## config.mk

```make
export PLATFORM = sky130hd
export DESIGN_NAME = uart_frame_tx_flat
export DESIGN_NICKNAME = d
export VERILOG_FILES = /design/src/rtl/uart_pkg.sv /design/src/rtl/uart_frame_tx_if.sv /design/src/rtl/uart_byte_tx.sv /design/src/rtl/uart_frame_tx.sv /design/src/flat_wrapper.sv
export SDC_FILE = /design/constraint.sdc
export NUM_CORES = 1
export LEC_CHECK = 0
export ABC_AREA = 1
export CAP_MARGIN = 5
export CELL_PAD_IN_SITES_DETAIL_PLACEMENT = 1
export CELL_PAD_IN_SITES_GLOBAL_PLACEMENT = 1
export CORE_MARGIN = 3
export CORE_UTILIZATION = 25
export DETAILED_ROUTE_END_ITERATION = 10
export PLACE_DENSITY = 0.52
export SLEW_MARGIN = 25
export SYNTH_ARGS = -nofsm -noshare
export SYNTH_HDL_FRONTEND = slang
export SYNTH_HIERARCHICAL = 1
export SYNTH_SLANG_ARGS = --single-unit
export TNS_END_PERCENT = 20
```

## constraint.sdc

```tcl
create_clock -name clk -period 6.12 [get_ports clk]
set_input_delay 1.836 -clock clk [delete_from_list [all_inputs] [get_ports clk]]
set_output_delay 1.836 -clock clk [all_outputs]
set_load 0.005 [all_outputs]
```

## src/rtl/uart_pkg.sv

```systemverilog
// Shared definitions for the UART frame transmitter.
// Holds the per-byte serialiser state encoding and the default
// parameter values used by uart_frame_tx, uart_byte_tx and the frame
// interface. No ports.
package uart_pkg;

  typedef enum logic [1:0] {
    IDLE  = 2'd0,
    START = 2'd1,
    DATA  = 2'd2,
    STOP  = 2'd3
  } state_t;

  localparam int          DEF_CLK_DIV   = 434;
  localparam int          DEF_N_BYTES   = 10;
  localparam logic [7:0]  DEF_HDR_BYTE  = 8'hFF;
  localparam int          DEF_STOP_BITS = 2;
  localparam int          DEF_CSUM_EN   = 1;

endpackage

```

## src/rtl/uart_frame_tx_if.sv

```systemverilog
// Frame handshake bundle between a payload producer and uart_frame_tx.
// Signals:
//   frame_data  [8*N_BYTES-1:0]  payload, byte k in bits [8k+7:8k]
//   frame_valid                  producer has a payload
//   frame_ready                  transmitter accepts a payload this cycle
// Modports: master (producer side), slave (transmitter side).
// N_BYTES must match the N_BYTES of the attached uart_frame_tx.
interface uart_frame_tx_if
  import uart_pkg::*;
#(
  parameter int N_BYTES = DEF_N_BYTES
) ();

  logic [8*N_BYTES-1:0] frame_data;
  logic                 frame_valid;
  logic                 frame_ready;

  modport master (
    output frame_data,
    output frame_valid,
    input  frame_ready
  );

  modport slave (
    input  frame_data,
    input  frame_valid,
    output frame_ready
  );

endinterface

```

## src/rtl/uart_byte_tx.sv

```systemverilog
// Single-byte UART serialiser: start bit, 8 data bits LSB first, then
// STOP_BITS stop bits, each held CLK_DIV cycles.
// Ports:
//   clk      rising-edge clock
//   rst_n    synchronous active-low reset
//   i_start  load i_byte and begin a byte (honoured in IDLE, and on the
//            final cycle of the last stop bit for back-to-back bytes)
//   i_byte   byte to send
//   o_tx     registered serial line, idle high
//   o_done   high on the final cycle of the last stop bit
module uart_byte_tx
  import uart_pkg::*;
#(
  parameter int CLK_DIV   = DEF_CLK_DIV,
  parameter int STOP_BITS = DEF_STOP_BITS
) (
  input  logic       clk,
  input  logic       rst_n,
  input  logic       i_start,
  input  logic [7:0] i_byte,
  output logic       o_tx,
  output logic       o_done
);

  localparam int CNT_W = $clog2(CLK_DIV);

  state_t             r_state, w_state_nxt;
  logic [CNT_W-1:0]   r_cnt,   w_cnt_nxt;
  logic [2:0]         r_bit,   w_bit_nxt;
  logic [7:0]         r_sh,    w_sh_nxt;
  logic               r_tx,    w_tx_nxt;
  logic               w_period_end;

  assign w_period_end = (r_cnt == CNT_W'(CLK_DIV - 1));

  always_comb begin
    w_state_nxt = r_state;
    w_cnt_nxt   = r_cnt;
    w_bit_nxt   = r_bit;
    w_sh_nxt    = r_sh;
    w_tx_nxt    = r_tx;
    o_done      = 1'b0;

    if (r_state != IDLE) begin
      w_cnt_nxt = w_period_end ? '0 : r_cnt + CNT_W'(1);
    end

    case (r_state)
      IDLE: begin
        w_tx_nxt = 1'b1;
        if (i_start) begin
          w_state_nxt = START;
          w_cnt_nxt   = '0;
          w_bit_nxt   = '0;
          w_sh_nxt    = i_byte;
          w_tx_nxt    = 1'b0;
        end
      end
      START: begin
        if (w_period_end) begin
          w_state_nxt = DATA;
          w_bit_nxt   = '0;
          w_tx_nxt    = r_sh[0];
          w_sh_nxt    = {1'b0, r_sh[7:1]};
        end
      end
      DATA: begin
        if (w_period_end) begin
          if (r_bit == 3'd7) begin
            w_state_nxt = STOP;
            w_bit_nxt   = '0;
            w_tx_nxt    = 1'b1;
          end else begin
            w_bit_nxt = r_bit + 3'd1;
            w_tx_nxt  = r_sh[0];
            w_sh_nxt  = {1'b0, r_sh[7:1]};
          end
        end
      end
      STOP: begin
        if (w_period_end) begin
          if (r_bit == 3'(STOP_BITS - 1)) begin
            o_done = 1'b1;
            // A start request here chains the next byte with no gap.
            if (i_start) begin
              w_state_nxt = START;
              w_bit_nxt   = '0;
              w_sh_nxt    = i_byte;
              w_tx_nxt    = 1'b0;
            end else begin
              w_state_nxt = IDLE;
              w_bit_nxt   = '0;
              w_tx_nxt    = 1'b1;
            end
          end else begin
            w_bit_nxt = r_bit + 3'd1;
          end
        end
      end
      default: begin
        w_state_nxt = IDLE;
        w_tx_nxt    = 1'b1;
      end
    endcase
  end

  always_ff @(posedge clk) begin
    if (!rst_n) begin
      r_state <= IDLE;
      r_cnt   <= '0;
      r_bit   <= '0;
      r_tx    <= 1'b1;
    end else begin
      r_state <= w_state_nxt;
      r_cnt   <= w_cnt_nxt;
      r_bit   <= w_bit_nxt;
      r_tx    <= w_tx_nxt;
    end
  end

  // Shift register holds only data; its contents are irrelevant in IDLE.
  always_ff @(posedge clk) begin
    r_sh <= w_sh_nxt;
  end

  assign o_tx = r_tx;

endmodule

```

## src/rtl/uart_frame_tx.sv

```systemverilog
// UART frame transmitter: on accepting a payload it sends HDR_BYTE twice,
// the N_BYTES payload bytes (byte 0 first) and, if CSUM_EN, a mod-256
// checksum of the payload, back to back with no idle gaps.
// Ports:
//   clk       rising-edge clock
//   rst_n     synchronous active-low reset; aborts a frame in progress
//   s_frm     frame handshake (frame_data, frame_valid in; frame_ready out)
//   rs232_tx  registered serial output, idle high
//   busy      a frame is being transmitted (inverse of frame_ready)
module uart_frame_tx
  import uart_pkg::*;
#(
  parameter int         CLK_DIV   = DEF_CLK_DIV,
  parameter int         N_BYTES   = DEF_N_BYTES,
  parameter logic [7:0] HDR_BYTE  = DEF_HDR_BYTE,
  parameter int         STOP_BITS = DEF_STOP_BITS,
  parameter int         CSUM_EN   = DEF_CSUM_EN
) (
  input  logic            clk,
  input  logic            rst_n,
  uart_frame_tx_if.slave  s_frm,
  output logic            rs232_tx,
  output logic            busy
);

  localparam int N_TOTAL = 2 + N_BYTES + CSUM_EN;
  localparam int IDX_W   = $clog2(N_TOTAL);

  logic                 r_active;
  logic [IDX_W-1:0]     r_idx;
  logic [8*N_BYTES-1:0] r_data;

  logic                 w_accept;
  logic                 w_done;
  logic                 w_last;
  logic                 w_start;
  logic [IDX_W-1:0]     w_next_idx;
  logic [7:0]           w_byte;
  logic [7:0]           w_csum;

  function automatic logic [7:0] csum8(input logic [8*N_BYTES-1:0] d);
    logic [7:0] s;
    s = 8'd0;
    for (int k = 0; k < N_BYTES; k++) begin
      s = s + d[8*k +: 8];
    end
    return s;
  endfunction

  assign s_frm.frame_ready = ~r_active;
  assign busy              = r_active;

  assign w_accept   = s_frm.frame_valid & ~r_active;
  assign w_last     = (r_idx == IDX_W'(N_TOTAL - 1));
  // The serialiser is restarted either by a new frame or when a byte
  // finishes and more bytes remain.
  assign w_start    = w_accept | (w_done & ~w_last);
  assign w_next_idx = w_accept ? '0 : r_idx + IDX_W'(1);
  assign w_csum     = csum8(r_data);

  // Headers are never data-dependent, so the first byte can be chosen
  // on the accept cycle before r_data has been loaded.
  always_comb begin
    w_byte = w_csum;
    if (w_next_idx < IDX_W'(2)) begin
      w_byte = HDR_BYTE;
    end
    for (int k = 0; k < N_BYTES; k++) begin
      if (w_next_idx == IDX_W'(k + 2)) begin
        w_byte = r_data[8*k +: 8];
      end
    end
  end

  always_ff @(posedge clk) begin
    if (!rst_n) begin
      r_active <= 1'b0;
      r_idx    <= '0;
    end else if (w_accept) begin
      r_active <= 1'b1;
      r_idx    <= '0;
    end else if (w_done) begin
      if (w_last) begin
        r_active <= 1'b0;
        r_idx    <= '0;
      end else begin
        r_idx <= w_next_idx;
      end
    end
  end

  always_ff @(posedge clk) begin
    if (w_accept) begin
      r_data <= s_frm.frame_data;
    end
  end

  uart_byte_tx #(
    .CLK_DIV   (CLK_DIV),
    .STOP_BITS (STOP_BITS)
  ) u_byte_tx (
    .clk     (clk),
    .rst_n   (rst_n),
    .i_start (w_start),
    .i_byte  (w_byte),
    .o_tx    (rs232_tx),
    .o_done  (w_done)
  );

endmodule

```

## src/flat_wrapper.sv

```systemverilog
// flat-port wrapper written by rule: the top's interface ports become plain ports
module uart_frame_tx_flat import uart_pkg::*;
#(
  parameter int         CLK_DIV   = DEF_CLK_DIV,
  parameter int         N_BYTES   = DEF_N_BYTES,
  parameter logic [7:0] HDR_BYTE  = DEF_HDR_BYTE,
  parameter int         STOP_BITS = DEF_STOP_BITS,
  parameter int         CSUM_EN   = DEF_CSUM_EN
)
  (clk, rst_n, rs232_tx, busy, s_frm_frame_data, s_frm_frame_valid, s_frm_frame_ready);
  uart_frame_tx_if #(.N_BYTES(N_BYTES)) s_frm_i ();
  input  logic clk;
  input  logic rst_n;
  output logic rs232_tx;
  output logic busy;
  input wire logic [$bits(s_frm_i.frame_data)-1:0] s_frm_frame_data;
  input wire logic [$bits(s_frm_i.frame_valid)-1:0] s_frm_frame_valid;
  output wire logic [$bits(s_frm_i.frame_ready)-1:0] s_frm_frame_ready;
  assign s_frm_i.frame_data = s_frm_frame_data;
  assign s_frm_i.frame_valid = s_frm_frame_valid;
  assign s_frm_frame_ready = s_frm_i.frame_ready;
  uart_frame_tx #(.CLK_DIV(CLK_DIV), .N_BYTES(N_BYTES), .HDR_BYTE(HDR_BYTE), .STOP_BITS(STOP_BITS), .CSUM_EN(CSUM_EN)) u_core (.clk(clk), .rst_n(rst_n), .s_frm(s_frm_i), .rs232_tx(rs232_tx), .busy(busy));
endmodule
```

==> Word level (Yosys, flattened, before mapping) <==
Cells that the tools add are included.
Widths: inputs -> output; s select.
{ "totals": {"word_cells": 113, "output_inout_bits": 3, "reg_bits": 108, "inputBits": 83} }
{ "op_classes": {"add_sub_neg": 12, "reduce_logical": 10, "muxes": 52, "n_eq_ne": 24, "n_bitwise": 6, "n_lt_le_gt_ge": 1} }
{ "ops": {"columns": ["op", "count"], "rows": [
  ["$mux 8", 17],
  ["$add 8x8->8", 9],
  ["$mux 9", 4],
  ["$pmux 8 s4", 1],
  ["$eq 4x4->1 const B", 5],
  ["$mux 3", 6],
  ["$eq 4x3->1 const B", 4],
  ["$ne 2x2->1 const B", 7],
  ["$mux 1", 13],
  ["$mux 2", 6],
  ["$pmux 3 s4", 1],
  ["$add 9x1->9 const B", 1],
  ["$eq 9x9->1 const B", 1],
  ["$eq 4x2->1 const B", 2],
  ["$mux 4", 2],
  ["$pmux 2 s4", 1],
  ["$reduce_and 4->1", 2],
  ["$reduce_and 6->1", 1],
  ["$reduce_bool 2->1", 3],
  ["$reduce_and 5->1", 1],
  ["$add 4x1->4 const B", 1],
  ["$eq 2x2->1 const B", 2],
  ["$lt 4x2->1 const B", 1],
  ["$pmux 1 s4", 1],
  ["other kinds (10)", 13]
]} }

==> Logic depth before layout (Yosys ltp) <==
Gate-level depths: netlist of the first run.
{ "depth": {"ltp_word": 24, "ltp_mapped": 31, "depth_no_buf": 31} }

==> Hierarchy <==
The synthesis of the first run kept the hierarchy.
{ "modules_own_cells": {"columns": ["mod", "cells_per_inst", "instances", "area_per_inst_um2", "seq_area_each_um2"], "rows": [
  ["uart_frame_tx", 596, 1, 5615.4, 2502.4],
  ["uart_byte_tx", 185, 1, 1353.8, 540.5]
]} }

==> Least setup slack after synthesis of the first run <==
Ideal clock, no wire load.
{ "synth_path": {"kind": "flip-flop to flip-flop", "start": "register u_core.r_data[2]", "end": "register u_core.u_byte_tx.r_sh[7], data pin", "t_arrival_ns": 4.690, "stages_incl_launch_ff": 30, "setup_time_ns": 0.261, "period_less_slack_ns": 4.951, "slack_ns": 1.169, "n_path_buf": 0, "t_required_ns": 5.859, "path_cell_list": "edfxtp_1 > inv_1 > fa_1 > inv_1 > fa_1 > fa_1 > inv_1 > fa_1 > inv_1 > fa_1 > inv_1 > fa_1 > nor3_1 > nor2_1 > nand3_1 > nand2_1 > nand2_1 > nand3_1 > nand2_1 > nand2_1 > nand2_1 > nand2_1 > nand2_1 > nand2_1 > nand2_1 > nand2_1 > nand2_1 > nand2_1 > nand3_1 > o21ai_0"} }
{ "synth_via": {"elab_chain_cells": 24} }
{ "synth_lines": {"columns": ["element", "line_no", "text"], "rows": [
  ["from (decl)", "uart_frame_tx.sv:31", "logic [8*N_BYTES-1:0] r_data;"],
  ["from (signal assigned)", "uart_frame_tx.sv:94", "r_data <= s_frm.frame_data;"],
  ["$add 8x8->8 * (9 in series)", "uart_frame_tx.sv:45", "s = s + d[8*k +: 8];"],
  ["$mux 8 *", "uart_frame_tx.sv:65", "if (w_next_idx < IDX_W'(2)) begin"],
  ["$mux 8 * (10 in series)", "uart_frame_tx.sv:69", "if (w_next_idx == IDX_W'(k + 2)) begin"],
  ["net u_core.w_byte[7]", "uart_frame_tx.sv:38", "logic [7:0] w_byte;"],
  ["$mux 8 *", "uart_byte_tx.sv:51, uart_byte_tx.sv:85", null],
  ["$mux 8", "uart_byte_tx.sv:82", "if (r_bit == 3'(STOP_BITS - 1)) begin"],
  ["$mux 8", "uart_byte_tx.sv:81", "if (w_period_end) begin"],
  ["$pmux 8 s4 *", "uart_byte_tx.sv:48", "case (r_state)"],
  ["to (signal assigned)", "uart_byte_tx.sv:123", "r_sh <= w_sh_nxt;"],
  ["to (decl)", "uart_byte_tx.sv:30", "logic [7:0] r_sh, w_sh_nxt;"]
]} }
The timed path passes the listed nets; every way through them passes the cells marked *. The select of a mux whose other input is x is not followed.
A chain may end at the register's enable or synchronous reset.

==> Worst setup path in the final report of the first run <==
{ "layout_path": {"start": "register u_core.r_data[28]", "end": "register u_core.u_byte_tx.r_sh[7], data pin"} }
{ "layout_via": {"elab_chain_cells": 22} }
{ "layout_lines": {"columns": ["element", "line_no"], "rows": [
  ["$add 8x8->8 * (7 in series)", "uart_frame_tx.sv:45"],
  ["$mux 8 *", "uart_frame_tx.sv:65"],
  ["$mux 8 * (10 in series)", "uart_frame_tx.sv:69"],
  ["net u_core.w_byte[7]", "uart_frame_tx.sv:38"],
  ["$mux 8 *", "uart_byte_tx.sv:51, uart_byte_tx.sv:85"],
  ["$mux 8", "uart_byte_tx.sv:82"],
  ["$mux 8", "uart_byte_tx.sv:81"],
  ["$pmux 8 s4 *", "uart_byte_tx.sv:48"]
]} }
Marked as above.

==> results list, run 1 <==
* Ant diodes: 0
* Top-area cell type share of the netlist area: 0.379
* Family with the most delay on the worst path: adder cells
- For this design the ratio of total power to cell area is 381 nW/µm².
- For this run, design rule violations remaining after detail routing come to 0.
* Sequential share of power: 0.296
- In this run, synthesis produced a sequential element count of 108.
- At the end of the flow, the number of nets in the layout was ~1.0k.
- In this run the cell area measured after placement is between 8000 and 9000 µm².
- The library cells used most frequently in the layout, excluding fill and tap cells, are sky130_fd_sc_hd__nand2_1, sky130_fd_sc_hd__inv_1, sky130_fd_sc_hd__edfxtp_1.
* H-tree depth reported by CTS: 3
* Die Width: 173 µm
- Clock share of power: 0.188
* Average wire per standard cell: 15.4 µm
* Worst stage delay on the critical path: around 0.55 ns
- Across all layers, the routed design uses 5193 vias.
* Number of hold buffers added after cts: 0
- Number of unique standard cell types used by synthesis: 40
- Pins over their slew limit: 0
* Startpoint of the worst register-to-register path: u_core/r_data[28]$_DFFE_PP_
- For the worst setup path, the data arrival time is between 5 and 6 ns.
- First-pass GRT wire length: between 30000 and 40000 µm
- Die area: 29900 µm²
- After global routing the overflow that remains totals 0.
- In the synthesized netlist the dominant register cell turns out to be sky130_fd_sc_hd__edfxtp_1.
- Across the VDD grid, the largest voltage drop is 0.000250 V.
- For this run, the total global-route usage over all layers was measured as 0.134.
- At the worst endpoint, the required time is 6.23 ns.
- Cell area after synthesis: 6970 µm²
- Minimum period implied by the final worst setup slack: between 5 and 6 ns
* CTS Root Cell: sky130_fd_sc_hd__clkbuf_16
- The share of the Yosys chip area taken by registers is 0.437.
- Total setup violations reported at the end of the flow: 0
* Maximum number of pins on one net before global-route repair: 72
- At the end of routability-driven placement, the weighted congestion stood at 0.798.
* Worst-Skew Late Latency: between 0.3 and 0.4 ns
- EDFF count, synth: 88
- Fraction of power spent switching nets: 0.417
- Sw power: 1.36 mW
- # fillers: around 3.2k
- At the pin with the least slew margin, the transition time is around 0.97 ns.
* Number of clock sinks seen by CTS: 108
* Library cell occupying the most area in the post-synthesis netlist: sky130_fd_sc_hd__edfxtp_1
* Fmax: around 180 MHz
- The region available for standard cell placement spans approximately 27000 µm².
- The largest individual stage delay along the critical path comes from the cell sky130_fd_sc_hd__fa_1.
* Synthesis-to-layout area growth: 22.5%
- Post-CTS timing repair inserted 0 buffers for setup.
* Slew margin rel.: 0.354
* Rows: 60
* Floorplan die height: ~170 µm
- Worst hold path type: reg -> reg
* Via count of the first global-routing pass: 5624
- Post-CTS repair changed the size of 0 cells.
- In the final layout, the share of cells above drive strength 1 is 0.0663.
* Run status: complete, no violations
- Vias per std cell: approximately 4.2
- Top-level I/O count: 86
- Fraction of registers with async set/reset: 0
- Setup repair after global routing left no endpoint under its margin.
* Crit path from: u_core/r_data[28]$_DFFE_PP_
- Detailed placement ended at an HPWL of 15400 µm.
- For the final routed database, the setup TNS stands at 0 ns.
- Num CTS Buffers: 9
* Sort of element at the start of the critical path: flop
- The worst setup path is captured at a flop.
- The number of buffers and inverters on the critical path is 5.
* Yosys Warn Count: 6
* Initial Utilization: 0.256
- Violation count after the first detailed-routing iteration: 180
- Of the total power, combinational logic draws 0.516.
* Count of input and output buffers: 85
* Most common library cell in the layout ignoring fill and taps: sky130_fd_sc_hd__nand2_1
* Maximum Capacitance Violations: 0
- With fillers left out, the area of the finished cells amounts to 8540 µm².
* Largest clock skew in the final design: 0.0104 ns
- Avg Inst Size Synth: 8.92 µm²
- Of the available clock period, the critical path in the final layout requires 0.885.
- The routed design has 19200 µm of wire.
* Initial antenna violation count: 0
- Type of the worst setup path: reg -> reg
* CTS tree: done
- The analysis attributes to cell leakage a power of roughly 3.7 nW.
* Largest cells by area after synthesis: sky130_fd_sc_hd__edfxtp_1, sky130_fd_sc_hd__fa_1, sky130_fd_sc_hd__nand2_1, sky130_fd_sc_hd__inv_1, sky130_fd_sc_hd__dfxtp_1
- Highest fanout seen on the critical path: 4
- The final number of hold-violating endpoints came to 0.
* Number of buffers on the longest clock path: 2
* Number of nets with antenna violations after routing: 0
* Syn Nets: approximately 940
- Among the stages of the critical path, the cell type that occurs most often is sky130_fd_sc_hd__nand2_1.
- After clock tree synthesis, the clock-pin slew on the worst setup and hold paths is 0.08 ns.
- The first detailed-routing pass took 4 iterations.
- In this run the most critical hold path is launched from u_core/u_byte_tx/o_tx$_SDFFE_PN1P_.
- Gate count of the mapped netlist: 781
- Cell internal power dissipation: 1.90 mW
- The design draws 3.26 mW.
[logic make-up after synthesis]
| family | after synthesis | synth area share |
|---|---|---|
| xor gates and xnor gates | 7 | 0.00880 |
| AOI/OAI and AO/OA | 65 | 0.0508 |
| buffers and inverters | 164 | 0.0932 |
| adders and majority gates | 72 | 0.183 |
| DFF | 108 | 0.437 |
| and+or+nand+nor | 365 | 0.227 |
[flip-flops by register name, indices dropped and copies added (netlist names)]
| signal | flops |
|---|---|
| u_core/u_byte_tx/o_tx | 1 |
| u_core/u_byte_tx/r_bit | 3 |
| u_core/r_data | 80 |
| u_core/u_byte_tx/r_sh | 8 |
| u_core/r_idx | 4 |
| u_core/busy | 1 |
| u_core/u_byte_tx/r_cnt | 9 |
| u_core/u_byte_tx/r_state | 2 |
[worst paths after layout]
check / slack (ns) / depth (start not counted) / to
hold / removal: 0.49 / 2 / u_core/u_byte_tx/o_tx$_SDFFE_PN1P_
hold reg to reg: 0.49 / 2 / u_core/u_byte_tx/o_tx$_SDFFE_PN1P_
setup / recovery: 0.71 / 30 / u_core/u_byte_tx/r_sh[7]$_SDFFCE_PP0P_
setup reg to reg: 0.71 / 30 / u_core/u_byte_tx/r_sh[7]$_SDFFCE_PP0P_
[per-stage QoR]
step | util | hold WS [ns] | setup slack (ns) | instances
after detailed placement | 0.303 | 0.495 | 0.665 | 1231
after global routing | 0.314 | 0.538 | 0.315 | 1247
after CTS | 0.314 | 0.509 | 0.655 | 1247
after global placement | 0.303 | 0.492 | 0.755 | 1231
final | 0.314 | 0.493 | 0.706 | 1247
after floorplan | - | 0.457 | 1.17 | 781
[area by class of cell]
class,count,area (µm²),area share
clock buffer,9,225,0.0264
clock inverter,7,72.6,0.00850
inverter,155,589,0.0690
multi-input combinational,509,3280,0.384
sequential,108,3040,0.356
tap,372,465,0.0545
timing repair buffer,87,866,0.101
[cell usage after synthesis, types with 2 or more instances]
| cell type | n |
|---|---|
| sky130_fd_sc_hd__xor2_1 | 4 |
| sky130_fd_sc_hd__nor2_1 | 77 |
| sky130_fd_sc_hd__a22oi_1 | 2 |
| sky130_fd_sc_hd__inv_1 | 137 |
| sky130_fd_sc_hd__a31oi_1 | 2 |
| sky130_fd_sc_hd__edfxtp_1 | 88 |
| sky130_fd_sc_hd__nor2_2 | 3 |
| sky130_fd_sc_hd__buf_4 | 2 |
| sky130_fd_sc_hd__buf_6 | 2 |
| sky130_fd_sc_hd__a21oi_1 | 25 |
| sky130_fd_sc_hd__a21boi_0 | 2 |
| sky130_fd_sc_hd__nand2_1 | 208 |
| sky130_fd_sc_hd__xnor2_1 | 3 |
| sky130_fd_sc_hd__nand3_1 | 37 |
| sky130_fd_sc_hd__nand3_4 | 2 |
| sky130_fd_sc_hd__clkinv_1 | 2 |
| sky130_fd_sc_hd__inv_2 | 13 |
| sky130_fd_sc_hd__buf_2 | 4 |
| sky130_fd_sc_hd__nand4_1 | 8 |
| sky130_fd_sc_hd__fa_1 | 50 |
| sky130_fd_sc_hd__o21ai_1 | 8 |
| sky130_fd_sc_hd__o211ai_1 | 3 |
| sky130_fd_sc_hd__ha_1 | 22 |
| sky130_fd_sc_hd__inv_4 | 2 |
| sky130_fd_sc_hd__nand2_2 | 6 |
| sky130_fd_sc_hd__dfxtp_1 | 20 |
| sky130_fd_sc_hd__or2_2 | 4 |
| sky130_fd_sc_hd__nor3_1 | 9 |
| sky130_fd_sc_hd__o21ai_0 | 20 |
| sky130_fd_sc_hd__nand2_4 | 6 |
[power groups by stage]
stage / Combinational [mW] / Sequential [mW] / Clock [mW]
6_report: 1.68 / 0.964 / 0.612
5_1_grt: 1.98 / 0.977 / 0.665
4_1_cts: 1.73 / 0.966 / 0.645
3_5_place_dp: 1.70 / 0.982 / 0
3_3_place_gp: 1.68 / 0.981 / 0
2_1_floorplan: 1.26 / 0.963 / 0
[metal layers]
metal	global-route usage	routed length, µm	up-vias	share of wire
li1	-	-	2616	-
met1	0.172	8910	2483	0.46
met2	0.233	9450	80	0.49
met3	0.0274	588	14	0.031
met4	0.0297	223	0	0.012
met5	0	0	-	0
[worst register-to-register path: cells and delay by family, from the launching register on]
| family | cells | cell delay (ns) |
|---|---|---|
| adders and majority gates | 6 | 2.93 |
| and+or+nand+nor | 16 | 1.08 |
| AOI/OAI and AO/OA | 3 | 0.40 |
| buffers and inverters | 5 | 0.31 |
| DFF | 1 | 0.42 |
Note: power is estimated with default switching activity, not from simulation.
==> run 2: changes to the inputs <==
- CORE_UTILIZATION: 25 -> 43
- PLACE_DENSITY: 0.52 -> 0.81
==> results list, run 2 (synthesized netlist as in run 1, its figures left out) <==
- Arrival time at the worst endpoint: 5.51 ns (about the same)
- Min-Delay Startpoint: u_core/u_byte_tx/o_tx$_SDFFE_PN1P_
- The root buffer cell chosen for the clock tree is sky130_fd_sc_hd__clkbuf_16.
- Most common library cell in the layout ignoring fill and taps: sky130_fd_sc_hd__nand2_1
* Vias per std cell: 5.00 (+20%)
* Clk slew on worst S/H paths: 0.07 ns (about the same)
* Die Width: 133 µm (-23%)
- The final-layout fill cell count is 1816 (-44%).
- Reg-to-Reg End: u_core/u_byte_tx/r_sh[5]$_DFFE_PP_
- Number of hold buffers added after cts: 0 (unchanged)
- Highest fanout seen on the critical path: 3 (-1)
* Number of remaining DRC errors: 0 (unchanged)
- The detailed-route wire length per cell came to 17.3 µm (+12%).
- Num CTS Buffers: 9 (unchanged)
- The number of cells on the worst hold path is 2 (unchanged).
- The floorplan die height is 133 µm (-23%).
* Startpoint of the worst register-to-register path: u_core/r_data[2]$_DFFE_PP_
- The part of the cycle the worst path needs came to 0.882 (-0.00276).
- The largest clock skew in the final design was 0.00941 ns (-0.000967 ns).
- The path class of the tightest hold or removal check is reg -> reg.
* Number of flip-flops in the largest register: 80 (unchanged)
- H-tree depth reported by CTS: 3 (unchanged)
- The number of global-route vias before repair was 6009 (+6.8%).
- The power density over the cells came to 397 nW/µm² (+4.2%).
- The cell area after placement was 8040 µm² (-2.4%).
- Global-route total usage across every layer: 0.221 (+0.0870)
- Run status: complete, no violations
- Largest reg by FF count: u_core/r_data
* Total length of routed wires: 18700 µm (-2.3%)
* Maximum number of pins on one net before global-route repair: 44 (-39%)
- The critical path is of the reg -> reg type.
* Lkg Pwr: 3.69 nW (about the same)
* Violation count after the first detailed-routing iteration: 272 (+51%)
- The area of the die came to 17800 µm² (-41%).
- The floorplan core area was 15500 µm² (-43%).
* Number of clock sinks seen by CTS: 108 (unchanged)
* FF-to-FF path depth: 26 (-13%)
* Post CTS Setup Buffer Count: 0 (unchanged)
- In the final layout, the registers with the most flip-flops are u_core/r_data x80, u_core/u_byte_tx/r_cnt x9, u_core/u_byte_tx/r_sh x8.
- Top-level I/O count: 86 (unchanged)
* WP data required: 6.24 ns (about the same)
* Pins over their slew limit: 0 (unchanged)
* GR Overflow Total: 0 (unchanged)
- The achievable clock frequency is 185 MHz (+0.31%).
- Count of input and output buffers: 85 (unchanged)
- Sort of element at the start of the critical path: flop
- Maximum vdd ir drop: 0.000229 V (-8.4%)
- Number of cells upsized or downsized after cts: 0 (unchanged)
* Layout cells sized above 1: 0.0675 (+0.00122)
- The row count is 45 (-25%).
- The number of antenna violations at the first check in global routing was 0 (unchanged).
- The total inserted antenna cells was 0 (unchanged).
* Fin. Hold Viols: 0 (unchanged)
- The worst setup path is captured at a flop.
* Final instance area: 8340 µm² (-2.4%)
- Slew margin rel.: 0.325 (-0.0285)
* Setup TNS Final: 0 ns (unchanged)
- Placed wire-length estimate after detailed placement: 15000 µm (-2.4%)
- For hold timing, the worst endpoint is u_core/u_byte_tx/o_tx$_SDFFE_PN1P_.
- Final RePlAce weighted congestion: 0.875 (+9.6%)
- Worst-Skew Late Latency: 0.36 ns (about the same)
- The iteration count of the initial detailed-routing pass is 4 (unchanged).
- RSZ-0062 raised after global routing: no
- The global-route wire length before repair came to 30900 µm (-0.58%).
- The final antenna-violating net count is 0 (unchanged).
- Minimum period implied by the final worst setup slack: 5.40 ns (-0.0169 ns)
* Leading cell types in the layout, fill and taps excluded: sky130_fd_sc_hd__nand2_1, sky130_fd_sc_hd__inv_1, sky130_fd_sc_hd__edfxtp_1
- Via count: 5430 (+4.6%)
- The setup slack on the worst flop-to-flop path is 0.72 ns (+0.02 ns).
* Initial Utilization: 0.448 (+0.192)
- From synthesis to final layout, the design area changed by 19.7%.
* Maximum Capacitance Violations: 0 (unchanged)
- Transition at the pin with the smallest max-transition slack: 1.01 ns (+0.0390 ns)
- Total setup violations reported at the end of the flow: 0 (unchanged)
* Net count of the finished layout: 1025 (unchanged)
- The maximum root-to-sink buffer count was 2 (unchanged).
- TritonCTS built the clock tree.
-- run 2: cell types whose count changed in the layout (fill, tap and decap cells not counted) --
cell                         change
sky130_fd_sc_hd__clkinv_1        -2
sky130_fd_sc_hd__inv_8           +1
sky130_fd_sc_hd__inv_6           -1
sky130_fd_sc_hd__clkinvlp_2      +1
-- run 2: final cells by class --
| type | count | area (µm²) | share of cell area |
|---|---|---|---|
| multi-input cells | 509 | 3280 | 0.393 |
| well taps | 211 | 264 | 0.0317 |
| repair buffers | 87 | 866 | 0.104 |
| inverters | 155 | 589 | 0.0707 |
| clock buffers | 9 | 225 | 0.0270 |
| flip-flops and latches | 108 | 3040 | 0.365 |
| clock inverters | 6 | 72.6 | 0.00870 |
-- run 2: critical path, cell delays in order (launching register included) --
cell                       delay [ns]
sky130_fd_sc_hd__edfxtp_1        0.35
sky130_fd_sc_hd__inv_1           0.06
sky130_fd_sc_hd__fa_1            0.54
sky130_fd_sc_hd__inv_1           0.06
sky130_fd_sc_hd__fa_1            0.52
sky130_fd_sc_hd__fa_1            0.55
sky130_fd_sc_hd__inv_1           0.06
sky130_fd_sc_hd__fa_1            0.54
sky130_fd_sc_hd__inv_1           0.06
sky130_fd_sc_hd__fa_1            0.54
sky130_fd_sc_hd__inv_1           0.07
sky130_fd_sc_hd__fa_1            0.48
sky130_fd_sc_hd__o21ai_0         0.26
sky130_fd_sc_hd__xnor2_1         0.15
sky130_fd_sc_hd__o21ai_0         0.12
sky130_fd_sc_hd__nand2_1         0.08
sky130_fd_sc_hd__nand2_1         0.06
sky130_fd_sc_hd__nand3_1         0.06
sky130_fd_sc_hd__nand3_1         0.08
sky130_fd_sc_hd__nand2_1         0.09
sky130_fd_sc_hd__nand2_1         0.06
sky130_fd_sc_hd__nand3_1         0.06
sky130_fd_sc_hd__nand3_1         0.07
sky130_fd_sc_hd__nand2_1         0.09
sky130_fd_sc_hd__nand2_1         0.05
sky130_fd_sc_hd__nand3_1         0.07
sky130_fd_sc_hd__nand2_1         0.06
-- run 2: metrics by stage --
step           std cells  power (mW)  utilization  worst slack [ns]  hold slack, ns
6_report            1085        3.31        0.537             0.723           0.492
5_1_grt             1085        3.60        0.537             0.391           0.551
3_5_place_dp        1070        2.70        0.517             0.741           0.486
3_3_place_gp        1070        2.56        0.517             0.903           0.476
2_1_floorplan        781        2.22            -              1.17           0.457
4_1_cts             1085        3.33        0.536             0.721           0.501
-- run 2: how the worst max path moves through the flow --
| stage | startpoint | to | slack, ns |
|---|---|---|---|
| final | u_core/r_data[2]$_DFFE_PP_ | u_core/u_byte_tx/r_sh[5]$_DFFE_PP_ | 0.72 |
| after global routing | u_core/r_data[2]$_DFFE_PP_ | u_core/u_byte_tx/r_sh[7]$_SDFFCE_PP0P_ | 0.39 |
| after CTS | u_core/r_data[10]$_DFFE_PP_ | u_core/u_byte_tx/r_sh[5]$_DFFE_PP_ | 0.72 |
| after detailed placement | u_core/r_data[10]$_DFFE_PP_ | u_core/u_byte_tx/r_sh[7]$_SDFFCE_PP0P_ | 0.74 |
| after global placement | u_core/r_data[2]$_DFFE_PP_ | u_core/u_byte_tx/r_sh[5]$_DFFE_PP_ | 0.90 |
| after floorplan | u_core/r_data[2]$_DFFE_PP_ | u_core/u_byte_tx/r_sh[7]$_SDFFCE_PP0P_ | 1.17 |
-- run 2: power by group --
group          internal, mW  switching [mW]  total, mW
logic                 0.675            1.07       1.75
clock network         0.320           0.280      0.601
registers             0.911          0.0539      0.965
-- run 2: per-layer routing --
metal	share of wire	vias to the layer above	track usage
li1	-	2625	-
met1	0.41	2648	0.264
met2	0.52	127	0.402
met3	0.042	30	0.0404
met4	0.023	0	0.0737
met5	0	-	0
==> RTL edit 1, RTL diff (config.mk and constraints of run 1) <==
Encoding of `state_t`: now Gray code (2 bits for 4 states).
--- a/src/rtl/uart_pkg.sv
+++ b/src/rtl/uart_pkg.sv
@@ -6,8 +6,8 @@
 
   typedef enum logic [1:0] {
-    IDLE  = 2'd0,
-    START = 2'd1,
-    DATA  = 2'd2,
-    STOP  = 2'd3
+    IDLE  = 2'b00,
+    START = 2'b01,
+    DATA  = 2'b11,
+    STOP  = 2'b10
   } state_t;
 
Check against the original RTL: no difference found for any inputs over 10 cycles, from zero or initial values and one cycle with rst_n low; not proved beyond that.
==> RTL edit 1 against run 1 <==
Setup slack worse by 5.7 ps. Sequential power down 0.9%. Synthesized area fell by 0.38%. Design area decreased by 0.50%. Sequential cell count unchanged. Count of clock-buffer cells in the layout stayed put. Power down 4.1%. Global-route usage fell by 0.15 points. Wire length grew 0.62%. Hold slack worse by 15 ps. Critical endpoint unchanged.
==> RTL edit 1: results (changes against run 1) <==
number of global-route vias before repair 5,597 (was 5,624); Placed Area 8200 um2 (was 8240 um2); slew margin rel. 0.367 (was 0.354); wire per inst 15.6 um (was 15.4 um); Commonest cells post-synth nand2_1, inv_1, edfxtp_1 (unchanged); met1 Usage GRT 0.177 (was 0.172); first-pass GRT wire length 30,800 um (was 31,100 um); DR iter-0 viols 264 (was 180); Lkg Pwr 3.64 nW (was 3.70 nW); met3 global-route usage 0.0257 (was 0.0274); Seq pwr share 0.306 (was 0.296); DP Worst Slack 724 ps (was 665 ps); Vias 5,160 (was 5,193); GRT met2 Usage 0.219 (was 0.233); count of cell types in the netlist 45 (was 40); largest net degree at the start of global routing 73 (was 72); Int Power 1.81 mW (was 1.90 mW); Met2 Wirelength 8970 um (was 9450 um); r2r startpoint u_core/r_data[28]$_DFFE_PP_ (unchanged); WL met1 9280 um (was 8910 um); Total Nets Final 1,009 (was 1,025); layout cells sized above 1 0.0788 (was 0.0663); post-synthesis sequential area ratio 0.438 (was 0.437); sequential power 0.955 mW (was 0.964 mW); Placed Cells incl. Taps 1,218 (was 1,231); post-synth net total 921 (was 936); Worst Path Arrival 5530 ps (was 5520 ps); Syn Area/Cell 9.02 um2 (was 8.92 um2); Post-DP HPWL 15,400 um (about the same); flop2flop setup slack 700 ps; global placement routability congestion 0.797 (was 0.798); maximum VDD drop 0.242 mV (was 0.250 mV); final WL 19,300 um (was 19,200 um); Tot GR Track Use 0.133 (was 0.134); hold path endpoint u_core/u_byte_tx/r_cnt[3]$_SDFF_PN0_ (was u_core/u_byte_tx/o_tx$_SDFFE_PN1P_); Clock Skews 9.32 ps (was 10.4 ps); hold_sp u_core/u_byte_tx/r_cnt[3]$_SDFF_PN0_ (was u_core/u_byte_tx/o_tx$_SDFFE_PN1P_); status finished clean (unchanged); P_comb 1.59 mW (was 1.68 mW); DR WL met3 625 um (was 588 um)
-- RTL edit 1: cell count changes after synthesis, sizes merged, moves of 2 or more --
cell,before,now
nor2,82,77
ha,22,18
inv,152,148
buf,8,11
nand2,220,222
xor2,4,2
-- RTL edit 1: critical path: cells and delay by family (launching register included) --
family	cells	cell delay, ps
AO/OA/AOI/OAI	3	420
flip-flops	1	410
adder cells (fa/ha/maj)	6	2890
buffers and inverters	5	320
AND/OR/NAND/NOR	16	1100
-- RTL edit 1: cell families after synthesis --
group,count (synthesis),share of synthesized area
and+or+nand+nor,363,0.232
AOI/OAI and AO/OA,64,0.0519
buffers and inverters,162,0.0946
xor gates and xnor gates,5,0.00631
DFF,108,0.438
adders and majority gates,68,0.177
-- RTL edit 1: worst max-delay path by stage --
stage | slack [ps] | start | end
after floorplan | 1170 | u_core/r_data[2]$_DFFE_PP_ | u_core/u_byte_tx/r_sh[7]$_SDFFCE_PP0P_
after global placement | 810 | u_core/r_data[26]$_DFFE_PP_ | u_core/u_byte_tx/r_sh[7]$_SDFFCE_PP0P_
after detailed placement | 720 | u_core/r_data[26]$_DFFE_PP_ | u_core/u_byte_tx/r_sh[5]$_DFFE_PP_
after CTS | 680 | u_core/r_data[26]$_DFFE_PP_ | u_core/u_byte_tx/r_sh[5]$_DFFE_PP_
after global routing | 340 | u_core/r_data[2]$_DFFE_PP_ | u_core/u_byte_tx/r_sh[7]$_SDFFCE_PP0P_
final | 700 | u_core/r_data[28]$_DFFE_PP_ | u_core/u_byte_tx/r_sh[7]$_SDFFCE_PP0P_
-- RTL edit 1: area by class of cell --
cell class	count	area (um2)
clock buffers	9	225
fillers	3123	18600
multi-input cells	500	3240
well taps	372	465
repair buffers	88	893
clock inverters	7	48.8
flip-flops and latches	108	3040
inverters	151	579
==> RTL edit 2, RTL diff (settings of run 1) <==
Without the edit above. Change the package constant `DEF_N_BYTES` from 10 to 9.
--- a/src/rtl/uart_pkg.sv
+++ b/src/rtl/uart_pkg.sv
@@ -13,5 +13,5 @@
 
   localparam int          DEF_CLK_DIV   = 434;
-  localparam int          DEF_N_BYTES   = 10;
+  localparam int          DEF_N_BYTES   = 9;
   localparam logic [7:0]  DEF_HDR_BYTE  = 8'hFF;
   localparam int          DEF_STOP_BITS = 2;
Interface: changed (resized s_frm_frame_data); port bits go from 86 to 78. No check against the original RTL was run, so the function may have changed too.
==> RTL edit 2 against run 1 <==
Clock power increased by 4.9%. Final cell count decreased by 12%. Critical path depth down 5. Non-clock buffer count down 7. Die area fell by 9.5%. Sequential share of layout area rose by 0.47 points. Global-route usage decreased by 0.054 points. Synthesized area fell by 9.8%. Design area down 9.1%. Setup slack better by 440 ps. Wire length down 11%. Sequential cell count down 8. Power fell by 17%.
==> RTL edit 2: results (changes against run 1) <==
clock network area share 0.0425 (was 0.0349); Lkg Pwr 3.31 nW (was 3.70 nW); Worst Path Arrival 5070 ps (was 5520 ps); Met2 Wirelength 8520 um (was 9450 um); global placement routability congestion 0.791 (was 0.798); biggest registers after layout u_core/r_data (72), u_core/u_byte_tx/r_cnt (9), u_core/u_byte_tx/r_sh (8) (was u_core/r_data (80), u_core/u_byte_tx/r_cnt (9), u_core/u_byte_tx/r_sh (8)); count of cell types in the netlist 37 (was 40); final non-filler cell total 1,100 (was 1,247); Int Power 1.66 mW (was 1.90 mW); largest net degree at the start of global routing 53 (was 72); area of the multi-input gates 2950 um2 (was 3280 um2); GRT met2 Usage 0.233 (about the same); wire per inst 15.6 um (was 15.4 um); WL met1 7710 um (was 8910 um); Register-to-Register Path Depth 25 (was 30); r2r startpoint u_core/r_data[26]$_DFFE_PP_ (was u_core/r_data[28]$_DFFE_PP_); multi-input gates 452 (was 509); post-synthesis sequential area ratio 0.446 (was 0.437); PortBufs 77 (was 85); sequential standard cell area 2800 um2 (was 3040 um2); post-synth net total 825 (was 936); sequential cell count 100 (was 108); EDFF count, synth 80 (was 88); via/cell ratio 4.35 (was 4.16); maximum VDD drop 0.210 mV (was 0.250 mV); status finished clean (unchanged); clock sinks 100 (was 108); FF-to-FF End u_core/u_byte_tx/r_sh[6]$_DFFE_PP_ (was u_core/u_byte_tx/r_sh[7]$_SDFFCE_PP0P_); first-pass GRT wire length 27,600 um (was 31,100 um); met3 global-route usage 0.0251 (was 0.0274); Commonest cells post-synth nand2_1, inv_1, edfxtp_1 (unchanged); Inverters 128 (was 155); Clock group 0.642 mW (was 0.612 mW); Total Nets Final 909 (was 1,025); Non-clk bufs 80 (was 87); non-clk buf share 0.102 (was 0.101); DP Worst Slack 1110 ps (was 665 ps)
-- RTL edit 2: worst max path at each step --
stage	cells past startpoint	slack, ps	start	endpoint
floorplan	17	1190	s_frm_frame_valid	u_core/u_byte_tx/r_sh[6]$_DFFE_PP_
global placement	25	1130	u_core/r_data[26]$_DFFE_PP_	u_core/u_byte_tx/r_sh[6]$_DFFE_PP_
detailed placement	25	1110	u_core/r_data[26]$_DFFE_PP_	u_core/u_byte_tx/r_sh[6]$_DFFE_PP_
CTS	25	1090	u_core/r_data[26]$_DFFE_PP_	u_core/u_byte_tx/r_sh[6]$_DFFE_PP_
global route	27	850	u_core/r_data[2]$_DFFE_PP_	u_core/u_byte_tx/r_sh[6]$_DFFE_PP_
finish	25	1150	u_core/r_data[26]$_DFFE_PP_	u_core/u_byte_tx/r_sh[6]$_DFFE_PP_
